--- src/rtl/pipelined_cla_adder.sv ---
// Pipelined carry-lookahead adder/subtractor, one lookahead group per stage.
// Valid/ready stream with a global stall; flags come from the last stage.
module pipelined_cla_adder #(
    parameter int WIDTH = 16,
    parameter int GROUP = 4
) (
    input  logic             clk,
    input  logic             rst_n,
    input  logic             in_valid,
    output logic             in_ready,
    input  logic [WIDTH-1:0] A,
    input  logic [WIDTH-1:0] B,
    input  logic             Cin,
    input  logic             Sub,
    output logic             out_valid,
    input  logic             out_ready,
    output logic [WIDTH-1:0] S,
    output logic             Cout,
    output logic             Ovf
);

    localparam int GSAFE  = (GROUP < 1) ? 1 : GROUP;
    localparam int STAGES = WIDTH / GSAFE;

    if (GROUP < 1) begin : g_bad_group
        $error("pipelined_cla_adder: GROUP must be >= 1");
    end else if (WIDTH % GROUP != 0) begin : g_bad_width
        $error("pipelined_cla_adder: WIDTH must be a multiple of GROUP");
    end

    logic [STAGES-1:0] vld;
    logic [STAGES-1:0] nv;
    logic [WIDTH-1:0]  ra [STAGES];
    logic [WIDTH-1:0]  rb [STAGES];
    logic [WIDTH-1:0]  rs [STAGES];
    logic              rc [STAGES];
    logic              rm [STAGES];
    logic [WIDTH-1:0]  na [STAGES];
    logic [WIDTH-1:0]  nb [STAGES];
    logic [WIDTH-1:0]  ns [STAGES];
    logic              nc [STAGES];
    logic              nm [STAGES];

    logic             stall;
    logic [WIDTH-1:0] beff;
    logic             c0;
    logic [WIDTH-1:0] ia;
    logic [WIDTH-1:0] ib;
    logic [WIDTH-1:0] is;
    logic             ic;
    logic             iv;
    logic [GROUP-1:0] g;
    logic [GROUP-1:0] p;
    logic [GROUP:0]   cv;

    // Fully expanded lookahead: every carry is a sum of products of g/p/cin.
    function automatic logic [GROUP:0] lookahead(
        input logic [GROUP-1:0] gi,
        input logic [GROUP-1:0] pi,
        input logic             ci
    );
        logic [GROUP:0] c;
        logic           acc;
        logic           pp;
        c[0] = ci;
        for (int i = 0; i < GROUP; i++) begin
            acc = 1'b0;
            pp  = 1'b1;
            for (int j = i; j >= 0; j--) begin
                acc = acc | (pp & gi[j]);
                pp  = pp & pi[j];
            end
            c[i+1] = acc | (pp & ci);
        end
        return c;
    endfunction

    assign out_valid = vld[STAGES-1];
    assign stall     = out_valid && !out_ready;
    assign in_ready  = !stall;
    assign S         = rs[STAGES-1];
    assign Cout      = rc[STAGES-1];
    assign Ovf       = rm[STAGES-1] ^ rc[STAGES-1];

    assign beff = Sub ? ~B : B;
    assign c0   = Sub ? ~Cin : Cin;

    always_comb begin
        ia = '0;
        ib = '0;
        is = '0;
        ic = 1'b0;
        iv = 1'b0;
        g  = '0;
        p  = '0;
        cv = '0;
        nv = '0;
        for (int k = 0; k < STAGES; k++) begin
            if (k == 0) begin
                ia = A;
                ib = beff;
                is = '0;
                ic = c0;
                iv = in_valid;
            end else begin
                ia = ra[(k == 0) ? 0 : k - 1];
                ib = rb[(k == 0) ? 0 : k - 1];
                is = rs[(k == 0) ? 0 : k - 1];
                ic = rc[(k == 0) ? 0 : k - 1];
                iv = vld[(k == 0) ? 0 : k - 1];
            end
            g  = ia[k*GROUP +: GROUP] & ib[k*GROUP +: GROUP];
            p  = ia[k*GROUP +: GROUP] ^ ib[k*GROUP +: GROUP];
            cv = lookahead(g, p, ic);
            is[k*GROUP +: GROUP] = p ^ cv[GROUP-1:0];
            na[k] = ia;
            nb[k] = ib;
            ns[k] = is;
            nc[k] = cv[GROUP];
            nm[k] = cv[GROUP-1];
            nv[k] = iv;
        end
    end

    // Whole pipeline freezes while the output is held by the consumer.
    always_ff @(posedge clk) begin
        if (!rst_n) begin
            vld <= '0;
            for (int k = 0; k < STAGES; k++) begin
                ra[k] <= '0;
                rb[k] <= '0;
                rs[k] <= '0;
                rc[k] <= 1'b0;
                rm[k] <= 1'b0;
            end
        end else if (!stall) begin
            vld <= nv;
            for (int k = 0; k < STAGES; k++) begin
                ra[k] <= na[k];
                rb[k] <= nb[k];
                rs[k] <= ns[k];
                rc[k] <= nc[k];
                rm[k] <= nm[k];
            end
        end
    end

endmodule

--- config.mk ---
export PLATFORM = sky130hd
export DESIGN_NAME = pipelined_cla_adder
export DESIGN_NICKNAME = d
export VERILOG_FILES = /design/src/rtl/pipelined_cla_adder.sv
export SDC_FILE = /design/constraint.sdc
export NUM_CORES = 1
export LEC_CHECK = 0
export ABC_CLOCK_PERIOD_IN_PS = 2900
export CORE_MARGIN = 4
export CORE_UTILIZATION = 35
export DETAILED_ROUTE_END_ITERATION = 6
export PLACE_DENSITY = 0.63
export SETUP_SLACK_MARGIN = 0.02
export SYNTH_ARGS = -nofsm -noshare
export SYNTH_HDL_FRONTEND = slang
export SYNTH_SLANG_ARGS = --single-unit
export TNS_END_PERCENT = 10
--- constraint.sdc ---
create_clock -name clk -period 2.9 [get_ports clk]
set_input_delay 0.435 -clock clk [delete_from_list [all_inputs] [get_ports clk]]
set_output_delay 0.435 -clock clk [all_outputs]
set_load 0.05 [all_outputs]
==> results.ini <==
[status]
outcome=complete, no violations

[clocking]
cts_buffers=9
clock_sinks=97
clock_latency_ns=0.34
path_clk_slew_ns=0.06
cts_tree=yes
clockBufferDepth=2
cts_resized=0
clockRootBuffer=clkbuf_16
h-tree-depth=3
hold_buffers=0
post_cts_buffers=0

[power]
p_leak_nw=2.35
vdd_drop_max_mv=0.232
finalPower_mw=3.19
p_per_area_mw_per_mm2=592

[critical_path]
rrSetupSlack_ns=1.18
path_class=input port to flip-flop
crit_required_ns=2.97
critPathMaxFanout=6
crit_path_end_kind=flip-flop
crit_chain=clkdlybuf4s50_1, xor2_1, ha_1, a21oi_1, o21ai_2, xnor2_1, nor2_1
reg2regPathDepth=5
start_kind=input port
worstPathArrival_ns=2.25
max_stage_delay_ns=0.73
cp_slowest_cell=clkdlybuf4s50_1

[yosys]
synth-simple-area-share_pct=13.8
synthMuxAreaShare_pct=0.231
synth-compound-area-share_pct=4.42
synth.area.top_cells=edfxtp_1 (65%), and3_1 (9.1%), ha_1 (5.2%), xnor2_1 (3.6%), nor2_1 (2.4%)
yosys.area_share.adder_pct=7.06
yosys.cell_count.top_type=edfxtp_1
ys_seq_elements=97
yosys.area.top_type=edfxtp_1
syn-cell-area_mm2=0.00433
synth_commonest_cells=edfxtp_1 (93), and3_1 (63), nor2_1 (28)
synthArstFlopShare_pct=0
ys.flop_type=edfxtp_1
synthCells=306
synth_cell_types=33
synth_xor_area_share_pct=5.49
synth_edf_count=93
yosysTopAreaCellShare_pct=64.5
synth_top_family_by_area=simple AND/OR/NAND/NOR gates
seq_area_frac_synth_pct=66.4
synth_warnings=0
syn_avg_cell_area_um2=14.1
synth_nets=366

[sta]
setup_tns_ns=0
finalSetupViolCount=0
slew_headroom_pct=61.4
fmax_mhz=458
min_period_over_period_pct=75.3
timing.hold.ws_ns=0.467
rsz0062_at_grt=false
worstMarginPinSlew_ns=0.576
period_minus_slack_ns=2.18
drv_slew=0
clock_skew_ns=0.00592
finalHoldViolations=0

[route]
final_antenna_net_count=0
avgViaCountPerCell=4.41
routed_wirelength_mm=6.72
drt_iter0_drc=146
wl_per_cell_um=12.6
dr.pass1.iters=4
vias=2357
drc=0

[place]
globalplace.congestion=0.750
portBuffers=57
dp_hpwl_mm=4.42
dp.cells=519

[floorplanning]
coreArea_mm2=0.0121
ios=58
die_w_um=119
die_area_mm2=0.0142
rows=40
die_h_um=119
initial_core_util_pct=35.9

[global_routing]
grt.total_usage_pct=10.2
grt_overflow_total=0
grt_pass1_vias=2448
met2_usage_pct=15.8
grt_max_degree=94
grt_pass1_wl_mm=11.6
grt_busiest_layer=met2
grt_use_met1_pct=12.7
antenna_found_initial=0
grtUsageMet3_pct=2.42

[finish]
fin_nets=422
finalNonFillerCells=535
drive_above_1_share_pct=7.90
syn_to_final_growth_pct=24.5
antenna_cells=0

[worst_hold_path]
hp-class=flip-flop to flip-flop
min_delay_path_depth=2

[job]
max-cap-violations=0

-- metal layers --
metal,vias to the layer above,share of wire (%)
met5,-,0
met4,0,3.0
met3,15,3.9
met2,50,47
met1,1060,47
li1,1232,-
-- cells in the final DEF (no fill, tap or decap), types with 2 or more instances in the layout --
| cell type | netlist | layout |
|---|---|---|
| a211oi_1 | 6 | 6 |
| a21boi_0 | 3 | 3 |
| a21o_1 | 3 | 3 |
| a21oi_1 | 4 | 4 |
| and3_1 | 63 | 63 |
| buf_12 | 0 | 2 |
| buf_4 | 1 | 5 |
| clkbuf_1 | 9 | 3 |
| clkbuf_16 | 0 | 9 |
| clkbuf_8 | 0 | 2 |
| clkdlybuf4s50_1 | 0 | 55 |
| dfxtp_1 | 4 | 4 |
| edfxtp_1 | 93 | 93 |
| fa_1 | 4 | 4 |
| ha_1 | 18 | 18 |
| inv_1 | 4 | 4 |
| nand2_1 | 10 | 9 |
| nor2_1 | 28 | 28 |
| nor3_1 | 4 | 4 |
| o21a_1 | 2 | 2 |
| o21ai_0 | 5 | 5 |
| o21ai_2 | 2 | 2 |
| o21bai_1 | 2 | 2 |
| xnor2_1 | 18 | 18 |
| xor2_1 | 6 | 6 |
-- layout make-up --
type                    instances  area [µm²]
clock buffers                  14         264
clock inverters                 2        37.5
fillers                      1079        6680
inverters                       5        18.8
multi-input cells             186        1350
flip-flops and latches         97        2870
well taps                     168         210
repair buffers                 63         633
-- worst max-delay path, delay by kind of cell --
family	cells	cell delay (ns)
AO/OA/AOI/OAI	2	0.28
AND/OR/NAND/NOR	1	0.06
adder cells (fa/ha/maj)	1	0.29
buffers and inverters	1	0.73
XOR/XNOR	2	0.45
-- registers in the layout, indices dropped and copies added, names as in the netlist --
name,cells
rc,4
rm,1
rb,24
ra,24
rs,40
vld,4
-- kinds of logic (layout without fill, tap and decap cells) --
logic type / count (synthesis) / count (layout)
xor+xnor: 25 / 25
flops: 97 / 97
simple gates: 110 / 110
fa+ha+maj: 22 / 22
compound gates: 28 / 28
buf+inv: 23 / 84
mux: 1 / 1
-- per-stage QoR --
stage	util (%)	instance area (µm²)	worst slack, ns
5_1_grt	44.6	5390	0.632
4_1_cts	44.6	5390	0.704
6_report	44.6	5390	0.716
3_5_place_dp	42.1	5080	0.341
3_3_place_gp	42.1	5080	0.512
2_1_floorplan	-	4330	0.508
-- worst paths after layout --
path                                start        end
worst max-delay path                  Sub   rs[0][2]
worst min register to register     vld[1]     vld[1]
worst max register to register  ra[0][44]  rs[0][63]
worst min-delay path               vld[1]     vld[1]
-- power breakdown --
part           internal [mW]  switching [mW]  leakage, nW
Clock                  0.716           0.466        0.143
Combinational          0.167           0.175         1.07
Sequential              1.64          0.0271         1.14
Total                   2.52           0.668         2.35
No activity file was read; power rests on OpenSTA's default activity.
